--- config.mk ---
export PLATFORM = sky130hd
export DESIGN_NAME = hazard_ctrl
export DESIGN_NICKNAME = d
export VERILOG_FILES = /design/src/rtl/hazard_ctrl.sv
export SDC_FILE = /design/constraint.sdc
export NUM_CORES = 1
export LEC_CHECK = 0
export CORE_ASPECT_RATIO = 1.1
export CORE_MARGIN = 2
export CORE_UTILIZATION = 35
export DETAILED_ROUTE_END_ITERATION = 16
export GPL_TIMING_DRIVEN = 1
export PLACE_DENSITY = 0.67
export SLEW_MARGIN = 40
export SYNTH_ARGS = -nofsm -noshare
export SYNTH_HDL_FRONTEND = slang
export SYNTH_SLANG_ARGS = --single-unit
--- constraint.sdc ---
create_clock -name clk -period 2.36 [get_ports clk]
set_input_delay 0.354 -clock clk [delete_from_list [all_inputs] [get_ports clk]]
set_output_delay 0.354 -clock clk [all_outputs]
set_load 0.03 [all_outputs]
--- src/rtl/hazard_ctrl.sv ---
// Pipeline hazard controller: load-use stall, branch/jump flush, operand forwarding,
// debug halt sequencing (RUN -> DRAIN -> HALTED) and stall/flush performance counters.
//   state  | meaning
//   RUN    | normal issue, hazards resolved per cycle
//   DRAIN  | fetch bubbled, counting down DRAIN_CYC cycles before halting
//   HALTED | pipeline frozen with halt_ack raised
module hazard_ctrl #(
  parameter int DRAIN_CYC = 4,
  parameter int CNT_W     = 16
) (
  input  logic             clk,
  input  logic             rst_n,
  input  logic [4:0]       id_rs,
  input  logic [4:0]       id_rt,
  input  logic             id_rt_used,
  input  logic [4:0]       ex_rs,
  input  logic [4:0]       ex_rt,
  input  logic             ex_memread,
  input  logic             br_taken,
  input  logic             ex_jump,
  input  logic             mem_regwr,
  input  logic [4:0]       mem_dst,
  input  logic             wb_regwr,
  input  logic [4:0]       wb_dst,
  input  logic             halt_req,
  input  logic             clr_cnt,
  output logic             pc_wr,
  output logic             ifid_wr,
  output logic             ifid_flush,
  output logic             Load_Use,
  output logic             Branch_fc,
  output logic             Jump_fc,
  output logic [1:0]       fwd_a,
  output logic [1:0]       fwd_b,
  output logic             halt_ack,
  output logic [CNT_W-1:0] stall_cnt,
  output logic [CNT_W-1:0] flush_cnt,
  output logic [1:0]       state
);

  localparam int DW = (DRAIN_CYC > 2) ? $clog2(DRAIN_CYC) : 1;

  typedef enum logic [1:0] {
    ST_RUN   = 2'b00,
    ST_DRAIN = 2'b01,
    ST_HALT  = 2'b10
  } st_t;

  st_t          cur_st, nxt_st;
  logic [DW-1:0] drain_cnt, nxt_cnt;
  logic          lu;
  logic          redirect;

  function automatic logic [1:0] fwd_sel(input logic [4:0] src,
                                         input logic m_wr, input logic [4:0] m_dst,
                                         input logic w_wr, input logic [4:0] w_dst);
    if (m_wr && (m_dst != 5'd0) && (m_dst == src))      return 2'b01;
    else if (w_wr && (w_dst != 5'd0) && (w_dst == src)) return 2'b10;
    else                                                return 2'b00;
  endfunction

  assign state = cur_st;

  always_ff @(posedge clk or negedge rst_n) begin
    if (!rst_n) begin
      cur_st    <= ST_RUN;
      drain_cnt <= '0;
      halt_ack  <= 1'b0;
    end else begin
      cur_st    <= nxt_st;
      drain_cnt <= nxt_cnt;
      halt_ack  <= (nxt_st == ST_HALT);
    end
  end

  always_comb begin
    nxt_st  = cur_st;
    nxt_cnt = drain_cnt;
    case (cur_st)
      ST_RUN: begin
        if (halt_req) begin
          nxt_st  = ST_DRAIN;
          nxt_cnt = DW'(DRAIN_CYC - 1);
        end
      end
      ST_DRAIN: begin
        if (!halt_req) begin
          nxt_st  = ST_RUN;
          nxt_cnt = '0;
        end else if (drain_cnt == '0) begin
          nxt_st  = ST_HALT;
        end else begin
          nxt_cnt = drain_cnt - DW'(1);
        end
      end
      ST_HALT: begin
        if (!halt_req) nxt_st = ST_RUN;
      end
      default: begin
        nxt_st  = ST_RUN;
        nxt_cnt = '0;
      end
    endcase
  end

  assign lu       = ex_memread && (ex_rt != 5'd0) &&
                    ((ex_rt == id_rs) || (id_rt_used && (ex_rt == id_rt)));
  assign redirect = br_taken || ex_jump;

  // Reset gating keeps the pipeline frozen on a bubble while rst_n is low.
  always_comb begin
    pc_wr      = 1'b0;
    ifid_wr    = 1'b0;
    ifid_flush = 1'b1;
    Load_Use   = 1'b0;
    Branch_fc  = 1'b0;
    Jump_fc    = 1'b0;
    fwd_a      = 2'b00;
    fwd_b      = 2'b00;
    if (rst_n) begin
      Branch_fc = br_taken;
      Jump_fc   = ex_jump && !br_taken;
      fwd_a     = fwd_sel(ex_rs, mem_regwr, mem_dst, wb_regwr, wb_dst);
      fwd_b     = fwd_sel(ex_rt, mem_regwr, mem_dst, wb_regwr, wb_dst);
      case (cur_st)
        ST_RUN: begin
          if (redirect) begin
            pc_wr      = 1'b1;
            ifid_wr    = 1'b1;
            ifid_flush = 1'b1;
          end else if (lu) begin
            Load_Use   = 1'b1;
            ifid_flush = 1'b0;
          end else begin
            pc_wr      = 1'b1;
            ifid_wr    = 1'b1;
            ifid_flush = 1'b0;
          end
        end
        ST_DRAIN: begin
          pc_wr      = redirect;
          ifid_wr    = 1'b1;
          ifid_flush = 1'b1;
        end
        default: begin
          pc_wr      = 1'b0;
          ifid_wr    = 1'b1;
          ifid_flush = 1'b1;
        end
      endcase
    end
  end

  always_ff @(posedge clk or negedge rst_n) begin
    if (!rst_n) begin
      stall_cnt <= '0;
      flush_cnt <= '0;
    end else if (clr_cnt) begin
      stall_cnt <= '0;
      flush_cnt <= '0;
    end else begin
      if (Load_Use && (stall_cnt != '1))
        stall_cnt <= stall_cnt + CNT_W'(1);
      if ((Branch_fc || Jump_fc) && (flush_cnt != '1))
        flush_cnt <= flush_cnt + CNT_W'(1);
    end
  end

endmodule
# Word-level counts from Yosys, hierarchy flattened
# Cells that the tools add are included.
# op_classes
addsub	3
reduce_logical	24
n_eq_ne	13
n_mux	34
bitwise	1
# ops
cell	count
$mux W16	4
$add A16 B1 Y16 const B	2
$ne A16 B16 Y1 const B	2
$eq A5 B5 Y1	6
$mux W2	13
$reduce_bool A5 Y1	3
$mux W1	14
$logic_and A1 B1 Y1	12
$pmux W2 S3	2
$eq A2 B2 Y1 const B	2
$logic_not A2 Y1	2
$reduce_bool A2 Y1	2
$logic_or A1 B1 Y1	3
$ne A3 B3 Y1 const B	1
$reduce_and A3 Y1	1
$eq A2 B1 Y1 const B	1
$ne A2 B2 Y1 const B	1
$pmux W1 S2	1
$sub A2 B1 Y2 const B	1
$logic_not A1 Y1	1
$not A1 Y1	1
# totals
input_bits	40
ff_bits	37
elab_cells	80
output_inout_bits	45

# Logic depth before layout (Yosys ltp)
# depth
ltp_word	11
mapped_depth	8
depth_no_buf	7

# Worst setup path before layout
# No wires, ideal clock.
# synth_timing
path_type	reg2reg
start	register cur_st[1], in the netlist state[1]
end	register stall_cnt[9]
arrival_time_ns	2.418
period_less_slack_ns	2.545
path_stages_with_launch	8
t_required_ns	2.232
n_path_buf	1
path_slack_ns	-0.185
setup_time_ns	0.128
path_cell_list	dfrtp_1 -> or4b_4 -> a2111oi_4 -> o31a_2 -> and2_4 -> buf_6 -> nand4_1 -> mux2_1
# synth_via
elab_chain_len	5
# synth_rtl
element	line_no	text
from (decl)	49	st_t cur_st, nxt_st;
from (signal assigned)	70	cur_st <= nxt_st;
$logic_not A2 Y1	125	case (cur_st)
$mux W1	125	
$mux W1	120	if (rst_n) begin
$logic_and A1 B1 Y1	162	if (Load_Use && (stall_cnt != '1))
$reduce_bool A2 Y1 (no line)	-	
to (signal assigned)	163	stall_cnt <= stall_cnt + CNT_W'(1);
to (decl)	36	output logic [CNT_W-1:0] stall_cnt,
# Every way passes these cells.
# A chain may end at the register's enable or synchronous reset.

# Worst setup path after layout
# Same ends and word-level chain as after synthesis.

==> summary.txt <==
Finish
  – # nets final: 441
  – Share of cells above drive strength 1: 0.211
  – Commonest cells after routing, fill and taps aside: clkdlybuf4s50_1, buf_4, dfrtp_1, nor2_1, xor2_1
  – P&R area growth vs syn: 59.5%
  – Commonest non-fill, non-tap cell in the layout: clkdlybuf4s50_1
  – Final Cell Area: 0.00389 mm2
  – Final core occ: 0.583
  – Ant diodes: 0
  – Fillers: 592

Synthesis
  – Syn Inst Count: 272
  – Syn. warnings: 0
  – Synth unique cells: 44
  – Asr flop ratio synth: 1.00
  – Primary FF master, synth: dfrtp_1
  – Synth Cell Area: 0.00244 mm2
  – FF+latch count, synth: 37
  – Mean Syn Cell Area: 8.96 um2
  – Seq/Total Area, Yosys: 0.380
  – Post-synth net total: 315
  – Number of synthesized flops with an enable pin: 0

Power
  – Switching pwr: 0.000465 W
  – Clock power frac: 0.326
  – Total power: 0.00168 W
  – Leakage Power: 1.71 nW
  – Maximum vdd ir drop: 0.000266 V
  – Power Dens Cells: 431 mW/mm2
  – Flop pwr share: 0.407
  – Int Power: 0.00121 W
  – Comb power frac: 0.267
  – Net Sw Frac: 0.277

Setup path
  – CP endpoint kind: register
  – Crit path required time: 2.53 ns
  – CP Class: reg2reg
  – Crit-path max FO: 4
  – Worst endpoint data arrival time: 2.48 ns
  – Worst Setup Start Kind: register

Worst hold path
  – Hold Path Class: in2async

Clocking
  – Insertion delay to the later sink of the worst-skew pair: 0.29 ns
  – Root Buffer: clkbuf_8
  – CTS sink count: 37
  – Clock-pin slew on the worst setup and hold paths: 0.08 ns
  – Cts hold-fix bufs: 0
  – Clk buf depth: 2
  – Cts bufs inserted: 5
  – CTS tree: built
  – Depth of the CTS H-tree: 2

Detailed routing
  – Number of detailed-route iterations in the first pass: 4
  – Antenna Nets Post-Route: 0
  – DRT iter0 DRCs: 53
  – DRC viols: 0
  – WL/cell: 13.9 um
  – Via density: 5.02
  – Routed Wire Length: 6.68 mm
  – Vias: 2,417

Floorplanning
  – # IOs: 85
  – Row count: 31
  – Die Y: 91.5 um
  – Core ar.: 0.00667 mm2
  – Starting Density: 0.365
  – Die width: 83.6 um
  – Die area: 0.00765 mm2

Timing
  – Clk_skew: 0.00797 ns
  – Post-route clock period utilization: 0.977
  – Final hold violation count: 0
  – Worst setup margin: 0.0551 ns
  – Least-Margin Pin Slew: 0.546 ns
  – RSZ-0062 raised after global routing: yes
  – Final setup viols: 0
  – Final min period: 2.30 ns
  – Fmax: 434 MHz
  – Final slew viol count: 0
  – Normalized max-slew margin: 0.635

Status
  – Outcome: complete, no violations

GRT
  – Largest net degree at the start of global routing: 44
  – Grt total ovfl: 0
  – Antenna violations before repair: 0
  – Tot GR Track Use: 0.178
  – Met2 Usage GRT: 0.316
  – Met1 Resource Use GR: 0.225
  – Gr busiest metal: met2
  – Vias in the first global route: 2,466
  – First-pass GRT wire length: 11.4 mm
  – Routing usage on met3: 0.0364

Placement
  – GP Congestion: 0.853
  – Placed cell areas: 0.00366 mm2
  – Dpl ws: -0.396 ns
  – Port-buffer cells: 84
  – Post-DP HPWL: 5.02 mm

Flow run
  – Max Cap Viol: 0
-- synth_stat cells (2+ instances only) --
master	number	area, um2
mux2i_1	4	40.0
xor2_1	26	228
a31oi_1	2	12.5
nand2b_1	3	18.8
clkbuf_1	9	33.8
inv_1	10	37.5
nor3_1	4	20.0
nor4_1	5	31.3
or4_1	4	30.0
mux2_1	3	33.8
ha_1	3	37.5
xnor2_1	22	193
and4_1	3	26.3
o21ai_0	7	35.0
nor2_1	33	124
nor2b_1	5	31.3
nand2_1	17	63.8
o21ai_1	3	15.0
a21oi_1	7	35.0
dfrtp_1	37	926
nand3_1	14	70.1
and3_1	6	37.5
and2_1	7	43.8
nand4_1	12	75.1
or3_1	7	43.8
-- flip-flops by register name, indices dropped and copies added, names as in the netlist --
| signal | cells |
|---|---|
| state | 2 |
| stall_cnt | 16 |
| halt_ack | 1 |
| drain_cnt | 2 |
| flush_cnt | 16 |
-- worst paths after layout --
path | from | end | slack [ns] | depth (start not counted)
max reg2reg | state[1]$_DFF_PN0_ | stall_cnt[9]$_DFFE_PN0P_ | 0.06 | 7
max | state[1]$_DFF_PN0_ | stall_cnt[9]$_DFFE_PN0P_ | 0.06 | 7
min | rst_n | flush_cnt[13]$_DFFE_PN0P_ | 0.07 | 2
min reg2reg | drain_cnt[1]$_DFFE_PN0P_ | drain_cnt[1]$_DFFE_PN0P_ | 0.52 | 1
min in group clk | drain_cnt[1]$_DFFE_PN0P_ | drain_cnt[1]$_DFFE_PN0P_ | 0.52 | 1
max in group asynchronous | rst_n | state[1]$_DFF_PN0_ | 2.05 | 2
-- cells by family after synthesis --
logic type               count (synthesis)  synth area share
flip-flops                              37             0.380
multiplexers                             7            0.0303
adder cells (fa/ha/maj)                  3            0.0154
AO/OA/AOI/OAI                           33            0.0996
AND/OR/NAND/NOR                        124             0.268
buffers and inverters                   20            0.0339
XOR/XNOR                                48             0.172
-- metrics by stage --
step / setup TNS, ns / hold WS [ns] / std cells
floorplan: -0.135 / 0.0584 / 272
global placement: -3.68 / 0.401 / 469
detailed placement: -4.17 / 0.402 / 469
CTS: -0.0155 / 0.0840 / 479
global route: -0.0907 / 0.0749 / 481
finish: 0 / 0.0729 / 481
-- per-layer routing --
layer,share of wire,wire (um)
met1,0.45,2980
met2,0.50,3320
met3,0.050,335
met4,0.0055,37
met5,0,0
-- power by group through the flow --
stage          logic [W]  registers [W]  clock network (W)
2_1_floorplan   0.000182       0.000730                  0
3_3_place_gp    0.000428       0.000695                  0
3_5_place_dp    0.000438       0.000696                  0
4_1_cts         0.000444       0.000683           0.000568
5_1_grt         0.000487       0.000687           0.000594
6_report        0.000448       0.000683           0.000546
-- worst max-delay path, stage by stage, from the launching register on --
cell and delay, ns:
dfrtp_2 0.41, or4b_4 0.55, a2111oi_4 0.32, buf_4 0.18, o31a_4 0.13, and2_4 0.16, nand4_1 0.12, mux2_4 0.32
-- final cells by class --
cell class                      instances  area (um2)  share of cell area
Timing Repair Buffer                  129        1170               0.302
Clock inverter                          2        38.8             0.00998
Multi-Input combinational cell        215        1530               0.395
Clock buffer                            6        72.6              0.0187
Inverter                               10        37.5             0.00966
Tap cell                               82         103              0.0264
Sequential cell                        37         928               0.239
-- timing repair --
action                     4_1_cts  5_1_grt
pin swaps                       11       10
buffers inserted                 2        3
gates resized for setup         26       15
setup endpoints to repair       10        8
No activity file was read; power rests on OpenSTA's default activity.
